==> config.mk <==
export PLATFORM = sky130hd
export DESIGN_NAME = vec_sequencer
export DESIGN_NICKNAME = d
export VERILOG_FILES = /design/src/rtl/vec_sequencer.sv
export SDC_FILE = /design/constraint.sdc
export NUM_CORES = 1
export LEC_CHECK = 0
export ABC_CLOCK_PERIOD_IN_PS = 6300
export BUFFER_PORTS_ARGS = -buffer_cell sky130_fd_sc_hd__buf_2
export CAP_MARGIN = 20
export CORE_ASPECT_RATIO = 0.6
export CORE_MARGIN = 4
export CORE_UTILIZATION = 51
export DETAILED_ROUTE_END_ITERATION = 10
export PLACE_DENSITY = 0.75
export SLEW_MARGIN = 25
export SYNTH_ARGS = -nofsm -noshare
export SYNTH_HDL_FRONTEND = slang
export SYNTH_SLANG_ARGS = --single-unit
export TNS_END_PERCENT = 30
==> constraint.sdc <==
create_clock -name clk -period 6.3 [get_ports clk]
set_input_delay 1.26 -clock clk [delete_from_list [all_inputs] [get_ports clk]]
set_output_delay 1.26 -clock clk [all_outputs]
set_load 0.02 [all_outputs]
==> src/rtl/vec_sequencer.sv <==
// Vector instruction sequencer: steps element indices and memory/VRF strobes for one decoded op.
// Optional build macro VSEQ_ABORT_EN adds an abort input that cancels a running op.
module vec_sequencer (
  input  logic        clk,
  input  logic        rst_n,
`ifdef VSEQ_ABORT_EN
  input  logic        abort,
`endif
  input  logic        instr_valid,
  input  logic [3:0]  functype,
  input  logic        v_en,
  input  logic [4:0]  cycleCount,
  input  logic [5:0]  offset,
  input  logic [2:0]  dstAddr,
  input  logic [2:0]  addr1,
  input  logic [2:0]  addr2,
  input  logic [15:0] base_data,
  output logic        busy,
  output logic [3:0]  rd_idx,
  output logic [3:0]  wr_idx,
  output logic        vrf_we,
  output logic        mem_re,
  output logic        mem_we,
  output logic [15:0] mem_addr,
  output logic [2:0]  dst_q,
  output logic [2:0]  src1_q,
  output logic [2:0]  src2_q,
  output logic        done
);

  // state | meaning
  // IDLE  | waiting for an instruction
  // RUN   | stepping elements, busy=1
  // FIN   | one-cycle done pulse, may accept the next instruction
  typedef enum logic [1:0] {S_IDLE = 2'd0, S_RUN = 2'd1, S_FIN = 2'd2} state_t;

  localparam logic [3:0] OP_VADD = 4'd1;
  localparam logic [3:0] OP_VLD  = 4'd2;
  localparam logic [3:0] OP_VST  = 4'd3;
  localparam logic [3:0] OP_SMUL = 4'd4;
  localparam logic [3:0] OP_SST  = 4'd5;

  state_t      state_q, state_d;
  logic [3:0]  func_q;
  logic        ven_q;
  logic [15:0] off_q;
  logic [15:0] base_q;
  logic [4:0]  rem_q;
  logic [4:0]  step_q;
  logic        run;
  logic        accept;
  logic        abort_w;

`ifdef VSEQ_ABORT_EN
  assign abort_w = abort;
`else
  assign abort_w = 1'b0;
`endif

  assign run    = (state_q == S_RUN);
  assign accept = instr_valid && !run;

  always_ff @(posedge clk or negedge rst_n) begin
    if (!rst_n) state_q <= S_IDLE;
    else        state_q <= state_d;
  end

  always_comb begin
    state_d = state_q;
    case (state_q)
      S_IDLE: if (accept) state_d = S_RUN;
      S_RUN: begin
        if (abort_w)          state_d = S_IDLE;
        else if (rem_q == '0) state_d = S_FIN;
      end
      S_FIN:   state_d = accept ? S_RUN : S_IDLE;
      default: state_d = S_IDLE;
    endcase
  end

  always_ff @(posedge clk or negedge rst_n) begin
    if (!rst_n) begin
      func_q <= '0;
      ven_q  <= 1'b0;
      off_q  <= '0;
      base_q <= '0;
      rem_q  <= '0;
      step_q <= '0;
      dst_q  <= '0;
      src1_q <= '0;
      src2_q <= '0;
    end else if (accept) begin
      func_q <= functype;
      ven_q  <= v_en;
      off_q  <= {{10{offset[5]}}, offset};
      base_q <= base_data;
      rem_q  <= cycleCount;
      step_q <= '0;
      dst_q  <= dstAddr;
      src1_q <= addr1;
      src2_q <= addr2;
    end else if (run) begin
      step_q <= step_q + 5'd1;
      if (rem_q != '0) rem_q <= rem_q - 5'd1;
    end
  end

  always_comb begin
    busy     = run;
    done     = (state_q == S_FIN);
    rd_idx   = run ? step_q[3:0] : 4'd0;
    mem_addr = run ? (base_q + off_q + {12'd0, step_q[3:0]}) : 16'd0;
    wr_idx   = 4'd0;
    vrf_we   = 1'b0;
    mem_re   = 1'b0;
    mem_we   = 1'b0;
    if (run) begin
      case (func_q)
        // write-back trails the read by one step
        OP_VADD, OP_VLD: begin
          if (step_q != 5'd0 && step_q <= 5'd16) begin
            vrf_we = ven_q;
            wr_idx = step_q[3:0] - 4'd1;
          end
          if (func_q == OP_VLD) mem_re = !step_q[4];
        end
        OP_SMUL: begin
          if (!step_q[4]) begin
            vrf_we = ven_q;
            wr_idx = step_q[3:0];
          end
        end
        OP_VST:  mem_we = !step_q[4];
        OP_SST:  mem_we = (step_q == 5'd0);
        default: ;
      endcase
    end
  end

endmodule
==> results of run 1 <==
-- cells by family after synthesis --
| logic type | after synthesis | synth area share |
|---|---|---|
| fa+ha+maj | 35 | 0.154 |
| simple gates | 192 | 0.267 |
| flops | 48 | 0.390 |
| xor+xnor | 10 | 0.0284 |
| mux | 1 | 0.00325 |
| compound gates | 59 | 0.126 |
| buf+inv | 24 | 0.0317 |
-- routing by layer --
layer	up-vias	routed length, µm	share of wire	track usage
met2	109	2970	0.40	0.296
met3	13	710	0.096	0.0641
met1	1235	3640	0.49	0.318
met5	-	0	0	0
li1	1406	-	-	-
met4	0	79	0.011	0.0457
-- metrics by stage --
step	worst slack [ps]	std cells	utilization	area [µm²]
final	1800	528	0.641	3650
after CTS	1820	528	0.641	3650
after floorplan	2250	369	-	3080
after global placement	2220	520	0.623	3550
after global routing	1550	528	0.641	3650
after detailed placement	2190	520	0.624	3560
-- layout make-up --
type | instances | area [µm²]
tap | 80 | 100
clock buffer | 6 | 82.6
sequential | 48 | 1200
clock inverter | 2 | 13.8
fill | 520 | 2050
timing repair buffer | 84 | 430
multi-input combinational | 297 | 1780
inverter | 11 | 41.3
-- registers in the layout (all words and copies together) (netlist names) --
signal,cells
step_q,5
state_q,2
off_q,6
src1_q,3
rem_q,5
func_q,4
src2_q,3
ven_q,1
base_q,16
dst_q,3
-- worst max-delay path: cells and delay by family (launching register included) --
kind | cells | cell delay, ps
compound gates | 4 | 1020
fa+ha+maj | 3 | 1080
buf+inv | 1 | 190
flops | 1 | 500
simple gates | 1 | 140
-- cell usage in the layout (no fill, tap or decap), types with 3 or more instances in the layout --
| master | netlist | routed |
|---|---|---|
| buf_4 | 0 | 4 |
| nor3b_1 | 4 | 4 |
| nand4_1 | 3 | 3 |
| clkbuf_8 | 0 | 6 |
| and3_1 | 3 | 3 |
| nand2_1 | 126 | 126 |
| nand3_1 | 6 | 6 |
| nor3_1 | 12 | 12 |
| o21ai_0 | 16 | 16 |
| nor2_1 | 23 | 22 |
| a21oi_1 | 13 | 13 |
| fa_1 | 5 | 5 |
| a21o_1 | 7 | 7 |
| o21a_1 | 5 | 5 |
| buf_2 | 6 | 80 |
| xnor2_1 | 5 | 5 |
| xor2_1 | 5 | 5 |
| and2_1 | 5 | 5 |
| o22ai_1 | 3 | 3 |
| inv_1 | 10 | 10 |
| ha_1 | 30 | 30 |
| dfrtp_1 | 48 | 48 |
-- final timing paths --
| check | start | endpoint | slack [ps] | depth (start not counted) |
|---|---|---|---|---|
| setup / recovery | step_q[0]$_DFFE_PN0P_ | mem_addr[13] | 1800 | 9 |
| setup reg to reg | state_q[0]$_DFFE_PN0P_ | rem_q[4]$_DFFE_PN0P_ | 3940 | 7 |
| min in group asynchronous | rst_n | rem_q[2]$_DFFE_PN0P_ | 940 | 1 |
| max in group asynchronous | rst_n | off_q[1]$_DFFE_PN0P_ | 4940 | 1 |
| hold / removal | src1_q[2]$_DFFE_PN0P_ | src1_q[2]$_DFFE_PN0P_ | 480 | 2 |
| hold reg to reg | src1_q[2]$_DFFE_PN0P_ | src1_q[2]$_DFFE_PN0P_ | 480 | 2 |
==> results.py, run 1 <==
metrics = {
    "clock_network": {
        "clock_latency_ps": 310,
        "max-clock-path-buffers": 2,
        "cts_hold_buf": 0,
        "cts_setup_buffers": 0,
        "clk_pin_slew_ps": 100,
        "cts_buffers": 5,
        "ctsResizeCount": 0,
        "cts_tree": "done",
        "cts-htree-levels": 2,
        "cts.sinks": 48,
        "cts_root_buf": "clkbuf_8",
    },
    "worst_setup_path": {
        "cp_slowest_cell": "dfrtp_1",
        "end_kind": "primary output",
        "cp_common_cell": "fa_1",
        "worstPathRequired_ps": 5040,
        "path_class": "reg2out",
        "critPathArrivalTime_ps": 3240,
        "cp-start-kind": "register",
        "crit_fanout": 9,
        "critical_path.max_stage_delay_ps": 500,
        "path_cells": "fa_1 > ha_1 > fa_1 > a21o_1 > a221oi_2 > o22ai_1 > o21a_1 > nor3_1 > buf_2",
    },
    "final_layout": {
        "antenna_cells": 0,
        "area_delta_synth_final_pct": 18.6,
        "nets": 526,
        "drive_gt1_frac": 0.219,
    },
    "yosys": {
        "synthTopCellsByCount": "nand2_1, dfrtp_1, ha_1, nor2_1, o21ai_0",
        "ys_types": 39,
        "synth_fp_nets": 448,
        "synth_edf_count": 0,
        "ys_warn_count": 0,
        "synth-seq-cells": 48,
        "synthCells": 369,
        "seq_area_frac_synth": 0.390,
        "synthTopCellsByArea": "dfrtp_1, nand2_1, ha_1, fa_1, nor2_1",
        "synth_top_cell_by_area": "dfrtp_1",
        "synth_most_common_cell": "nand2_1",
        "async_flop_share": 1.00,
        "synth_area_um2": 3080,
        "avgSynthCellArea_um2": 8.35,
        "synth_top_area_frac": 0.390,
        "ys.flop_type": "dfrtp_1",
    },
    "sta": {
        "timing.final.crit_period_ps": 4500,
        "finalSetupTns_ps": 0,
        "fin_crit_sh": 0.715,
        "rsz0062_at_grt": "false",
        "final_hold_viol_count": 0,
        "drv_slew": 0,
        "fin_skew_ps": 14.8,
        "holdWs_ps": 481,
        "fmax_ghz": 0.222,
        "finalSetupViolations": 0,
        "tightestPinTransition_ps": 595,
        "slew_headroom": 0.603,
    },
    "die": {
        "start_util": 0.540,
        "die_h_um": 68.2,
        "pin_count": 82,
        "dieArea_um2": 7390,
        "die_w_um": 108,
        "core-area_um2": 5700,
        "rows": 21,
    },
    "routing": {
        "vias_per_cell": 5.23,
        "post_drt_wl_per_cell_um": 14.0,
        "drt_wl_total_um": 7400,
        "post-route-drc-count": 0,
        "ant_nets": 0,
        "dr_total_vias": 2763,
        "drt_first_pass_iters": 4,
        "drt_iter0_drc": 223,
    },
    "global_route": {
        "grt_pass1_wl_um": 12200,
        "grt_max_degree": 49,
        "first_global_vias": 2585,
        "grt_overflow": 0,
        "grt_antenna_before_repair": 0,
        "track_usage": 0.211,
    },
    "run_status": {
        "status": "complete, no violations",
    },
    "flow_run": {
        "maxCapViolCount": 0,
    },
    "placed_design": {
        "port_buffers": 81,
        "gp_congestion": 0.901,
        "hpwl_um": 5700,
    },
    "worst_hold_path": {
        "worstHoldPathType": "reg2reg",
    },
}
Power of run 1 is left out: the tool's default activity adds up to more than one toggle a clock period on the data nets, which glitch-free logic cannot reach.
==> run 2, diff against run 1 <==
--- a/config.mk
+++ b/config.mk
@@ -5,7 +5,7 @@
 export SDC_FILE = /design/constraint.sdc
 export NUM_CORES = 1
 export LEC_CHECK = 0
-export ABC_CLOCK_PERIOD_IN_PS = 6300
+export ABC_CLOCK_PERIOD_IN_PS = 4700
 export BUFFER_PORTS_ARGS = -buffer_cell sky130_fd_sc_hd__buf_2
 export CAP_MARGIN = 20
 export CORE_ASPECT_RATIO = 0.6
==> constraint.sdc (replaced) <==
create_clock -name clk -period 4.7 [get_ports clk]
set_input_delay 0.94 -clock clk [delete_from_list [all_inputs] [get_ports clk]]
set_output_delay 0.94 -clock clk [all_outputs]
set_load 0.02 [all_outputs]
==> run 2 against run 1 <==
  * Sequential share of layout area is essentially flat
  * Final area decreased by 0.14%
  * Final cell count decreased by 0.19%
  * Critical path depth stayed put
  * Clock-buffer cell count is the same
  * Flip-flop and latch count unchanged
  * Routed wire length decreased by 0.45%
  * First-iteration DRC count down 40%
  * Non-clock buffer count unchanged
==> results.py, run 2 (synthesized netlist as in run 1, its figures left out) <==
metrics = {
    "final_layout": {
        "fin_area_um2": 3650,
        "largestRegisters": "base_q (16), off_q (6)",
        "layout_commonest_cell": "nand2_1",
        "antenna_cells": 0,
        "multi_input_area_um2": 1780,
        "nets": 526,
        "largest_register_ffs": 16,
        "drive_gt1_frac": 0.217,
        "fillers": 531,
        "regArea_um2": 1200,
        "final_cell_mix": "nand2_1, buf_2, dfrtp_1",
        "regMostFlops": "base_q",
        "area_delta_synth_final_pct": 18.4,
    },
    "clock_network": {
        "cts_tree": "done",
        "cts-htree-levels": 2,
        "cts.sinks": 48,
        "ctsResizeCount": 0,
        "cts_buffers": 5,
        "cts_hold_buf": 0,
        "clock_latency_ps": 290,
        "clk_pin_slew_ps": 90,
        "cts_setup_buffers": 0,
        "max-clock-path-buffers": 2,
        "cts_root_buf": "clkbuf_8",
    },
    "placed_design": {
        "hpwl_um": 5610,
        "port_buffers": 81,
        "gp_congestion": 0.892,
        "place_area_um2": 3560,
    },
    "routing": {
        "ant_nets": 0,
        "drt_wl_total_um": 7370,
        "post-route-drc-count": 0,
        "vias_per_cell": 5.23,
        "drt_iter0_drc": 133,
        "drt_first_pass_iters": 7,
        "dr_total_vias": 2755,
        "post_drt_wl_per_cell_um": 14.0,
    },
    "die": {
        "start_util": 0.540,
        "die_w_um": 108,
        "pin_count": 82,
        "dieArea_um2": 7390,
        "die_h_um": 68.2,
        "rows": 21,
        "core-area_um2": 5700,
    },
    "global_route": {
        "track_usage": 0.210,
        "first_global_vias": 2570,
        "grt_overflow": 0,
        "grt_antenna_before_repair": 0,
        "grt_pass1_wl_um": 12000,
        "grt_max_degree": 49,
    },
    "sta": {
        "timing.final.crit_period_ps": 4160,
        "fin_crit_sh": 0.885,
        "fin_skew_ps": 8.85,
        "finalSetupTns_ps": 0,
        "holdWs_ps": 484,
        "fmax_ghz": 0.241,
        "slew_headroom": 0.599,
        "final_hold_viol_count": 0,
        "tightestPinTransition_ps": 601,
        "rsz0062_at_grt": "false",
        "drv_slew": 0,
        "finalSetupViolations": 0,
    },
    "worst_setup_path": {
        "crit_fanout": 6,
        "end_kind": "primary output",
        "cp-start-kind": "register",
        "path_class": "reg2out",
        "critPathArrivalTime_ps": 3220,
        "worstPathRequired_ps": 3760,
    },
    "flow_run": {
        "maxCapViolCount": 0,
    },
    "run_status": {
        "status": "complete, no violations",
    },
    "worst_hold_path": {
        "worstHoldPathType": "reg2reg",
    },
}
run 2: final timing paths:
| check | startpoint | to | slack (ps) | cells past startpoint |
|---|---|---|---|---|
| max in group asynchronous | rst_n | off_q[2]$_DFFE_PN0P_ | 3650 | 1 |
| setup / recovery | step_q[1]$_DFFE_PN0P_ | mem_addr[13] | 540 | 9 |
| setup reg to reg | state_q[0]$_DFFE_PN0P_ | rem_q[2]$_DFFE_PN0P_ | 2340 | 7 |
| min in group asynchronous | rst_n | rem_q[2]$_DFFE_PN0P_ | 640 | 1 |
| hold / removal | src1_q[1]$_DFFE_PN0P_ | src1_q[1]$_DFFE_PN0P_ | 480 | 2 |
| hold reg to reg | src1_q[1]$_DFFE_PN0P_ | src1_q[1]$_DFFE_PN0P_ | 480 | 2 |
run 2: per-stage QoR:
step / util / setup WS [ps] / cells
floorplan: - / 967 / 369
global placement: 0.623 / 944 / 520
detailed placement: 0.624 / 889 / 520
CTS: 0.640 / 552 / 527
global route: 0.640 / 325 / 527
finish: 0.640 / 543 / 527
run 2: metal layers:
metal	vias to the layer above	track usage	routed length [µm]
li1	1401	-	-
met1	1263	0.325	3770
met2	87	0.297	3010
met3	4	0.0500	554
met4	0	0.0378	38
met5	-	0	0
run 2: layout make-up:
class / count / area share
Inverter: 11 / 0.0113
Clock buffer: 6 / 0.0226
Clock inverter: 1 / 0.00240
Multi-Input combinational cell: 297 / 0.489
Timing Repair Buffer: 84 / 0.118
Tap cell: 80 / 0.0274
Sequential cell: 48 / 0.329
run 2: worst max-delay path, stage by stage, from the launching register on:
cell and delay, ps:
dfrtp_1 450, fa_1 460, ha_1 240, fa_1 410
a21o_1 220, a221oi_2 430, o22ai_1 190, o21a_1 200
nor3_1 130, buf_2 190
Power of run 2 is left out for the same reason.
==> run 3, diff against run 2 <==
--- a/config.mk
+++ b/config.mk
@@ -10,9 +10,9 @@
 export CAP_MARGIN = 20
 export CORE_ASPECT_RATIO = 0.6
 export CORE_MARGIN = 4
-export CORE_UTILIZATION = 51
+export CORE_UTILIZATION = 45
 export DETAILED_ROUTE_END_ITERATION = 10
-export PLACE_DENSITY = 0.75
+export PLACE_DENSITY = 0.67
 export SLEW_MARGIN = 25
 export SYNTH_ARGS = -nofsm -noshare
 export SYNTH_HDL_FRONTEND = slang
==> run 3 against run 2 <==
  * Critical path depth unchanged
  * First-iteration DRC count increased by 14%
  * Hold slack got worse by 14 ps
  * Sequential share of layout area decreased by 0.58 points
  * Fmax decreased by 0.38%
  * Utilization decreased by 8.1 points
  * Register-to-register slack improved by 190 ps
  * Worst setup slack got worse by 16 ps
  * Highest routed layer unchanged
==> results.py, run 3 (synthesized netlist as in run 1, its figures left out) <==
metrics = {
    "die": {
        "rows": 23,
        "die_h_um": 72.1,
        "die_w_um": 115,
        "dieArea_um2": 8280,
        "start_util": 0.463,
        "pin_count": 82,
        "core-area_um2": 6650,
    },
    "clock_network": {
        "clock_latency_ps": 280,
        "cts_tree": "done",
        "cts_setup_buffers": 0,
        "ctsResizeCount": 0,
        "clk_pin_slew_ps": 70,
        "max-clock-path-buffers": 2,
        "cts-htree-levels": 2,
        "cts_hold_buf": 0,
        "cts_buffers": 5,
        "cts.sinks": 48,
        "cts_root_buf": "clkbuf_16",
    },
    "worst_setup_path": {
        "cp-start-kind": "register",
        "cp_common_cell": "fa_1",
        "critical_path.max_stage_delay_ps": 480,
        "critPathArrivalTime_ps": 3230,
        "path_cells": "fa_1 > ha_1 > fa_1 > a21o_1 > a221oi_2 > o22ai_1 > o21a_1 > nor3_1 > buf_2",
        "path_class": "reg2out",
        "end_kind": "primary output",
        "reg2reg_slack_ps": 2530,
        "worstPathRequired_ps": 3760,
        "crit_fanout": 9,
        "crit_family": "adder cells",
        "worstRegToRegCells": 6,
        "cp_num_buf_inv": 1,
        "cp_slowest_cell": "dfrtp_1",
        "r2r_start": "state_q[0]$_DFFE_PN0P_",
        "timing.rr.end": "rem_q[1]$_DFFE_PN0P_",
    },
    "sta": {
        "drv_slew": 0,
        "holdWs_ps": 470,
        "rsz0062_at_grt": "false",
        "finalSetupTns_ps": 0,
        "fin_skew_ps": 6.11,
        "tightestPinTransition_ps": 611,
        "fmax_ghz": 0.240,
        "timing.final.crit_period_ps": 4170,
        "fin_crit_sh": 0.888,
        "final_hold_viol_count": 0,
        "slew_headroom": 0.593,
        "finalSetupViolations": 0,
    },
    "worst_hold_path": {
        "hold_end": "dst_q[1]$_DFFE_PN0P_",
        "holdCritStartpoint": "dst_q[1]$_DFFE_PN0P_",
        "worstHoldPathType": "reg2reg",
        "hold_depth": 2,
    },
    "placed_design": {
        "gp_congestion": 0.854,
        "hpwl_um": 5590,
        "port_buffers": 81,
    },
    "global_route": {
        "first_global_vias": 2496,
        "grt_max_degree": 49,
        "track_usage": 0.188,
        "grt_overflow": 0,
        "grt_pass1_wl_um": 12500,
        "grt_antenna_before_repair": 0,
    },
    "routing": {
        "drt_first_pass_iters": 4,
        "post-route-drc-count": 0,
        "post_drt_wl_per_cell_um": 14.0,
        "dr_total_vias": 2739,
        "ant_nets": 0,
        "vias_per_cell": 5.13,
        "drt_wl_total_um": 7470,
        "drt_iter0_drc": 152,
    },
    "final_layout": {
        "final_cell_mix": "nand2_1, buf_2, dfrtp_1",
        "nets": 526,
        "largest_register_ffs": 16,
        "largestRegisters": "base_q (16), off_q (6)",
        "layout_commonest_cell": "nand2_1",
        "drive_gt1_frac": 0.217,
        "regMostFlops": "base_q",
        "antenna_cells": 0,
        "area_delta_synth_final_pct": 20.6,
    },
    "flow_run": {
        "maxCapViolCount": 0,
    },
    "run_status": {
        "status": "complete, no violations",
    },
}
## run 3: cell counts in the layout (fill, tap and decap cells not counted)
Identical to the previous run, type by type.
## run 3: routing by layer
layer,up-vias,share of wire,global-route usage
met2,76,0.40,0.251
met3,7,0.075,0.0500
met4,0,0.0051,0.0260
met5,-,0,0
met1,1250,0.52,0.305
li1,1406,-,-
## run 3: worst max-delay path by stage
stage | endpoint | start | depth (start not counted)
3_3_place_gp | mem_addr[13] | off_q[1]$_DFFE_PN0P_ | 9
5_1_grt | mem_addr[13] | step_q[0]$_DFFE_PN0P_ | 9
4_1_cts | mem_addr[13] | step_q[0]$_DFFE_PN0P_ | 9
3_5_place_dp | mem_addr[13] | step_q[1]$_DFFE_PN0P_ | 9
6_report | mem_addr[13] | step_q[0]$_DFFE_PN0P_ | 9
2_1_floorplan | mem_addr[13] | off_q[1]$_DFFE_PN0P_ | 8
## run 3: through the flow
stage / util / setup WS [ps] / instances / cell area (µm²)
finish: 0.559 / 527 / 534 / 3710
global route: 0.559 / 324 / 534 / 3710
CTS: 0.559 / 550 / 534 / 3710
detailed placement: 0.536 / 864 / 527 / 3570
global placement: 0.536 / 921 / 527 / 3560
floorplan: - / 967 / 369 / 3080
## run 3: worst reg2reg max path: cells and delay by family (launching register included)
kind / cells / cell delay [ps]
flops: 1 / 390
buf+inv: 2 / 780
compound gates: 2 / 310
simple gates: 2 / 590
## run 3: area by class of cell
type                       count  area (µm²)
multi-input combinational    297        1780
tap                           87         109
timing repair buffer          84         430
clock inverter                 1        8.76
inverter                      11        41.3
clock buffer                   6         139
fill                         605        2930
sequential                    48        1200
Power of run 3 is left out for the same reason.
